`src/rtl/fetch_buf_ctrl.sv`:
```
// Fetch line-buffer controller: NUM_ENT-entry circular buffer between I-cache and decode,
// with redirect flush, simultaneous load/consume and registered occupancy status.
module fetch_buf_ctrl #(
  parameter int NUM_ENT = 4,
  parameter int PTR_W   = 2
) (
  input  logic               clk,
  input  logic               rst,
  input  logic               ic_hit,
  input  logic               r_V_de,
  input  logic               de_adv,
  input  logic               redirect,
  output logic               f_req,
  output logic [NUM_ENT-1:0] f_ld_buf,
  output logic               f_address_sel,
  output logic [NUM_ENT-1:0] buf_valid,
  output logic [PTR_W-1:0]   head_idx,
  output logic [PTR_W:0]     f_count,
  output logic [1:0]         f_curr_st
);

  if (PTR_W != $clog2(NUM_ENT)) begin : g_ptr_w_chk
    $error("fetch_buf_ctrl: PTR_W must equal log2(NUM_ENT)");
  end
  if ((NUM_ENT < 2) || ((NUM_ENT & (NUM_ENT - 1)) != 0)) begin : g_num_ent_chk
    $error("fetch_buf_ctrl: NUM_ENT must be a power of 2 and >= 2");
  end

  typedef enum logic [1:0] {
    ST_IDLE  = 2'b00,
    ST_FILL  = 2'b01,
    ST_FULL  = 2'b10,
    ST_REDIR = 2'b11
  } state_t;

  state_t             r_st;
  logic [PTR_W-1:0]   r_head;
  logic [PTR_W-1:0]   r_tail;
  logic [NUM_ENT-1:0] r_valid;
  logic [PTR_W:0]     r_count;
  logic               r_addr_sel;

  logic               w_req;
  logic               w_ld;
  logic               w_cons;
  logic               w_flush;
  logic [PTR_W:0]     w_count_nxt;
  logic [NUM_ENT-1:0] w_valid_nxt;

  assign w_req       = (r_st == ST_FILL);
  assign w_ld        = w_req & ic_hit & ~redirect;
  assign w_cons      = de_adv & r_V_de & r_valid[r_head];
  assign w_flush     = redirect & (r_st != ST_IDLE);
  assign w_count_nxt = r_count + (PTR_W+1)'(w_ld) - (PTR_W+1)'(w_cons);

  // Load and pop never target the same valid entry: head==tail with a valid head means full,
  // and a full buffer is never in FILL, so the two updates below are independent.
  always_comb begin
    w_valid_nxt = r_valid;
    if (w_ld)   w_valid_nxt[r_tail] = 1'b1;
    if (w_cons) w_valid_nxt[r_head] = 1'b0;
  end

  always_ff @(posedge clk) begin
    if (rst) begin
      r_st       <= ST_IDLE;
      r_head     <= '0;
      r_tail     <= '0;
      r_valid    <= '0;
      r_count    <= '0;
      r_addr_sel <= 1'b0;
    end else if (w_flush) begin
      r_st       <= ST_REDIR;
      r_head     <= '0;
      r_tail     <= '0;
      r_valid    <= '0;
      r_count    <= '0;
      r_addr_sel <= 1'b0;
    end else begin
      r_addr_sel <= w_ld;
      r_valid    <= w_valid_nxt;
      r_count    <= w_count_nxt;
      if (w_ld)   r_tail <= r_tail + 1'b1;
      if (w_cons) r_head <= r_head + 1'b1;
      unique case (r_st)
        ST_IDLE:  r_st <= ST_FILL;
        ST_FILL:  r_st <= (w_count_nxt == (PTR_W+1)'(NUM_ENT)) ? ST_FULL : ST_FILL;
        ST_FULL:  r_st <= w_cons ? ST_FILL : ST_FULL;
        ST_REDIR: r_st <= ST_FILL;
        default:  r_st <= ST_IDLE;
      endcase
    end
  end

  a_count_popcount: assert property (@(posedge clk) disable iff (rst)
    (r_count == (PTR_W+1)'($countones(r_valid))) && (r_count <= (PTR_W+1)'(NUM_ENT)));

  assign f_req         = w_req;
  assign f_ld_buf      = w_ld ? (NUM_ENT'(1) << r_tail) : '0;
  assign f_address_sel = r_addr_sel;
  assign buf_valid     = r_valid;
  assign head_idx      = r_head;
  assign f_count       = r_count;
  assign f_curr_st     = r_st;

endmodule

```
`config.mk`:
```
export PLATFORM = sky130hd
export DESIGN_NAME = fetch_buf_ctrl
export DESIGN_NICKNAME = d
export VERILOG_FILES = /design/src/rtl/fetch_buf_ctrl.sv
export SDC_FILE = /design/constraint.sdc
export NUM_CORES = 1
export LEC_CHECK = 0
export ABC_AREA = 1
export BUFFER_PORTS_ARGS = -buffer_cell sky130_fd_sc_hd__buf_4
export CORE_ASPECT_RATIO = 0.8
export CORE_MARGIN = 2
export CORE_UTILIZATION = 50
export DETAILED_ROUTE_END_ITERATION = 10
export PLACE_DENSITY = 0.77
export REMOVE_ABC_BUFFERS = 1
export SLEW_MARGIN = 5
export SYNTH_ARGS = -nofsm -noshare
export SYNTH_HDL_FRONTEND = slang
export SYNTH_SLANG_ARGS = --single-unit
```
`constraint.sdc`:
```
create_clock -name clk -period 2.3 [get_ports clk]
set_clock_uncertainty 0.05 [all_clocks]
set_input_delay 0.345 -clock clk [delete_from_list [all_inputs] [get_ports clk]]
set_output_delay 0.345 -clock clk [all_outputs]
set_load 0.02 [all_outputs]
```
# --- Yosys cells after proc, flatten, opt, wreduce, memory -nomap -nowiden ---
# Cells that the tools add are included.
totals:
  romBits: 0
  register_bits: 14
  n_memories: 0
  in_bits: 6
  out_inout_bits: 17
  latchBits: 0
  ram_bits: 0
  wordCells: 47
classes:
  n_lt_le_gt_ge: 4
  mul: 0
  shift: 1
  add_sub_neg: 4
  muxes: 13
  n_reduce_logical: 6
  eq_ne: 4
  bitwise: 9
  n_div: 0
op_table:
  columns: ["op", "count"]
  rows:
  - ["4-bit two-way mux", 3]
  - ["2-bit by 3-bit < comparator with 1-bit output, second input constant", 2]
  - ["2-bit two-way mux", 3]
  - ["2-bit case mux with 3 select lines", 1]
  - ["1-bit bitwise AND", 5]
  - ["2-bit by 1-bit adder with 2-bit output, second input constant", 2]
  - ["4-bit bitwise AND", 1]
  - ["1-bit demux with 2-bit select", 2]
  - ["2-bit equality test, second input constant", 2]
  - ["2-bit by 1-bit >= comparator with 1-bit output, second input constant", 2]
  - ["4-bit inverter", 1]
  - ["4-bit OR", 1]
  - ["2-bit OR reduction", 2]
  - ["1-bit by 2-bit << shifter with 4-bit output, first input constant", 1]
  - ["3-bit by 1-bit adder with 3-bit output", 1]
  - ["3-bit equality test, second input constant", 1]
  - ["1-bit two-way mux", 3]
  - ["3-bit by 1-bit subtractor with 3-bit output", 1]
  - ["1-bit binary-select mux with 2-bit select", 1]
  - ["2-bit by 1-bit equality test with 1-bit output, second input constant", 1]
  - ["1-bit logical AND", 2]
  - ["2-bit logical NOT", 1]
  - ["2-bit nonzero test", 1]
  - ["1-bit inverter", 1]

# --- Depth between registers and ports, before layout ---
depth:
  ltp_word: 9
  depth_mapped: 14
  mapped_depth_nobuf: 14

# --- Worst setup path before layout ---
# Ideal clock, no wire load.
synth_path:
  kind: "register -> register"
  from: "reg r_st[0], in the netlist f_curr_st[0]"
  to: "reg r_st[0], in the netlist f_curr_st[0]"
  setup_time_ns: 0.117
  path_buffers: 0
  stages_incl_launch_ff: 14
  period_less_slack_ns: 2.446
  t_arrival_ns: 2.279
  setup_slack_ns: -0.146
  t_required_ns: 2.133
  cell_sequence: "dfxtp_1 ha_1 nand2_1 nor2_1 inv_2 xor2_1 ha_1 inv_1 fa_1 xor2_1 nand2_1 nand3_1 nand2_1 a21oi_1"
synth_via:
  elab_chain_cells: 9
  word_cells_on_any_way: 15
  cone_classes: "add/sub (2); eq/ne (4); mux (3); bitwise (3); reduce/logical (3)"
synth_lines:
  columns: ["element", "line", "text"]
  rows:
  - ["start: declaration", "36", "state_t r_st;"]
  - ["start signal: assignment", "87", "ST_FILL: r_st <= (w_count_nxt == (PTR_W+1)'(NUM_ENT)) ? ST_FULL : ST_FILL;"]
  - ["start signal: assignment", "88", "ST_FULL: r_st <= w_cons ? ST_FILL : ST_FULL;"]
  - ["2-bit by 1-bit equality test with 1-bit output (*)", "50", "assign w_req = (r_st == ST_FILL);"]
  - ["net f_req", "13", "output logic f_req,"]
  - ["1-bit bitwise AND (2 in series)", "51", "assign w_ld = w_req & ic_hit & ~redirect;"]
  - ["3-bit by 1-bit adder with 3-bit output", "54", "assign w_count_nxt = r_count + (PTR_W+1)'(w_ld) - (PTR_W+1)'(w_cons);"]
  - ["3-bit by 1-bit subtractor with 3-bit output", "54", null]
  - ["3-bit equality test", "87", null]
  - ["2-bit two-way mux", "87", null]
  - ["2-bit case mux with 3 select lines (*)", "85", "unique case (r_st)"]
  - ["2-bit two-way mux (*)", "72", "end else if (w_flush) begin"]
# The timed path passes the listed nets; every way through them passes the cells marked *.
# A chain may end at the register's enable or synchronous reset.

# --- Worst setup path in the final report ---
layout_path:
  from: "reg r_st[0], in the netlist f_curr_st[0]"
  to: "reg r_st[0], in the netlist f_curr_st[0]"
layout_via:
  elab_chain_cells: 9
  word_cells_on_any_way: 15
  cone_classes: "add/sub (2); eq/ne (4); mux (3); bitwise (3); reduce/logical (3)"
layout_lines:
  columns: ["element", "line"]
  rows:
  - ["2-bit by 1-bit equality test with 1-bit output", "50, 85"]
  - ["1-bit bitwise AND (2 in series)", "51"]
  - ["3-bit by 1-bit adder with 3-bit output", "54"]
  - ["3-bit by 1-bit subtractor with 3-bit output", "54"]
  - ["3-bit equality test", "87"]
  - ["2-bit two-way mux", "87"]
  - ["2-bit case mux with 3 select lines", "85"]
  - ["2-bit two-way mux (*)", "72"]
# Mark *: on every way between the ends. The rest lies on a longest branch, timed or not.

==> results.yml <==
clock_tree:
  clk_path_buf_depth: 2
  cts_buffers: 3
  clock-root-buffer: "clkbuf_4"
  cts.htree.levels: 1
  clock_latency_ns: 0.29
  tritoncts: "done"
  path_clk_slew_ns: 0.08
  numClockSinks: 14
logic_synthesis:
  synth_seq_cells: 14
  synth_area_leaders: "dfxtp_1 33%, ha_1 19%, inv_1 9.4%"
  yosysWarningCount: 0
  synth_area_um2: 841
  synth_largest_area_cell: "dfxtp_1"
  ys_seq_area_share_pct: 33.3
  syn_area_per_cell_um2: 8.01
  syn_inst: 105
  yosysUniqueCellTypes: 19
  synth_top_area_share_pct: 33.3
global_routing:
  grt_max_degree: 11
  overflow: 0
  grt_pass1_vias: 672
  gr-usage-all-layers_pct: 20.5
  grt_pass1_wl_um: 2980
  antenna_found_initial: 0
floorplanning:
  rows: 13
  die_area_um2: 2030
  start_util_pct: 52.2
  io_pins: 23
  die_w_um: 49.8
  coreArea_um2: 1610
  die_y_um: 40.7
finish:
  diodes: 0
  final_core_util_pct: 72.0
  drive_gt1_share_pct: 39.9
  final_common_cell: "buf_4"
  layout_common_cells: "31 x buf_4, 19 x inv_1, 15 x nor2_1"
  fill_cells: 125
  layout.nets: 160
  synthToLayoutAreaGrowth_pct: 37.8
  final_area_um2: 1160
worst_setup_path:
  crit_fanout: 4
  slowest_stage: "fa_2"
  cp_data_arrival_time_ns: 2.40
  critPathLaunchType: "flip-flop"
  cp_top_family: "adder cells"
  endpoint_kind: "flip-flop"
  path_class: "flip-flop to flip-flop"
  critPathBufInv: 2
  crit_chain: "ha_4, nand2_4, nor2_4, inv_2, xor2_2, ha_2, inv_2, fa_2, nand2_2, nor2_1, nand3_1, nand2_1, a21oi_1"
  critPathRequiredTime_ns: 2.42
  crit_top_cell: "inv_2"
  critPathMaxStageDelay_ns: 0.54
placement:
  place_congestion: 0.740
  placed_area_um2: 1050
  hpwl_um: 1460
  dpl_worst_slack_ns: -0.0614
  portBuffers: 22
detailed_routing:
  vias: 789
  dr.pass1.iters: 4
  vias_per_cell: 4.93
  drt-total-wl_um: 2080
  routedWlPerCell_um: 13.0
  ant_nets: 0
  drt_iter0_markers: 18
  drt_drc_violations_left: 0
power_and_ir_drop:
  vdd_drop_max_mv: 0.342
  powerDensity_nw_per_um2: 513
  leakagePower_nw: 0.567
hold_path:
  hold_path.class: "primary input to flip-flop"
run:
  max_cap_viol_count: 0
timing:
  fin_crit_sh_pct: 98.8
  max_freq_mhz: 440
  tightest_slew_ns: 0.454
  finalHoldViolations: 0
  setup_slack_ns: 0.0270
  slew_viol_final: 0
  setup_violations: 0
  maxSlewHeadroom_pct: 69.7
  fin_crit_ns: 2.27
  grt_setup_unrepaired: "yes"
outcome:
  status: "completed"
-- power by group --
part           total [mW]  switching [mW]  internal (mW)  leakage, nW
registers           0.270          0.0133          0.256        0.115
logic               0.183           0.106         0.0774        0.438
clock network       0.141          0.0802         0.0609       0.0138
total               0.594           0.199          0.395        0.567
-- what timing repair did --
item | in CTS | in global routing
pin swaps | 2 | 5
buffers inserted | 2 | 3
hold buffers | 0 | 0
endpoints found under the setup margin | 2 | 2
gates resized for setup | 5 | 10
-- worst paths after layout --
kind | start | to | slack, ns | cells after the start
max | f_curr_st[0] | f_curr_st[0] | 0.03 | 13
min | rst | f_curr_st[1] | 0.19 | 2
min reg2reg | r_tail[1] | r_tail[1] | 0.50 | 2
max reg2reg | f_curr_st[0] | f_curr_st[0] | 0.03 | 13
-- synthesized netlist by cell type --
| cell type | instances |
|---|---|
| inv_1 | 21 |
| buf_6 | 1 |
| ha_1 | 13 |
| o21ai_2 | 1 |
| fa_1 | 1 |
| xnor2_1 | 1 |
| a31oi_2 | 1 |
| o21ai_0 | 3 |
| nor2_1 | 16 |
| nand3_2 | 4 |
| nand3_1 | 1 |
| inv_2 | 2 |
| xor2_1 | 2 |
| nand2_2 | 1 |
| nand4_1 | 1 |
| o22ai_1 | 4 |
| a21oi_1 | 6 |
| dfxtp_1 | 14 |
| nand2_1 | 12 |
-- through the flow --
stage	instances	hold WS [ns]	TNS (ns)	power (mW)
after global placement	152	0.472	0	0.422
after global routing	160	0.185	-0.202	0.620
after floorplan	104	0.361	-0.286	0.369
final	160	0.191	0	0.594
after detailed placement	152	0.489	-0.0617	0.430
after CTS	157	0.193	-0.00680	0.573
-- kinds of logic after synthesis --
kind of cell / synth area share (%)
AND/OR/NAND/NOR: 19.3
buffers and inverters: 11.6
AO/OA/AOI/OAI: 10.9
adder cells (fa/ha/maj): 21.7
flip-flops: 33.3
XOR/XNOR: 3.13
-- metal layers --
metal | wire length (µm) | up-vias | track usage [%] | part of all wire, %
met4 | 10 | 0 | 4.86 | 0.48
met2 | 1100 | 25 | 36.7 | 53
met5 | 0 | - | 0 | 0
met1 | 856 | 370 | 24.7 | 41
li1 | - | 392 | - | -
met3 | 117 | 2 | 6.93 | 5.6
-- cell type report --
| cell class | instances | area (µm²) | area share, % |
|---|---|---|---|
| clock buffers | 3 | 22.5 | 1.94 |
| inverters | 23 | 86.3 | 7.45 |
| multi-input cells | 67 | 505 | 43.6 |
| flip-flops and latches | 14 | 284 | 24.5 |
| well taps | 22 | 27.5 | 2.38 |
| repair buffers | 31 | 233 | 20.1 |
-- registers in the layout, indices dropped and copies added (netlist names) --
register / flops
buf_valid: 4
f_address_sel: 1
r_tail: 2
f_count: 3
f_curr_st: 2
head_idx: 2
No activity file was read; power rests on OpenSTA's default activity.
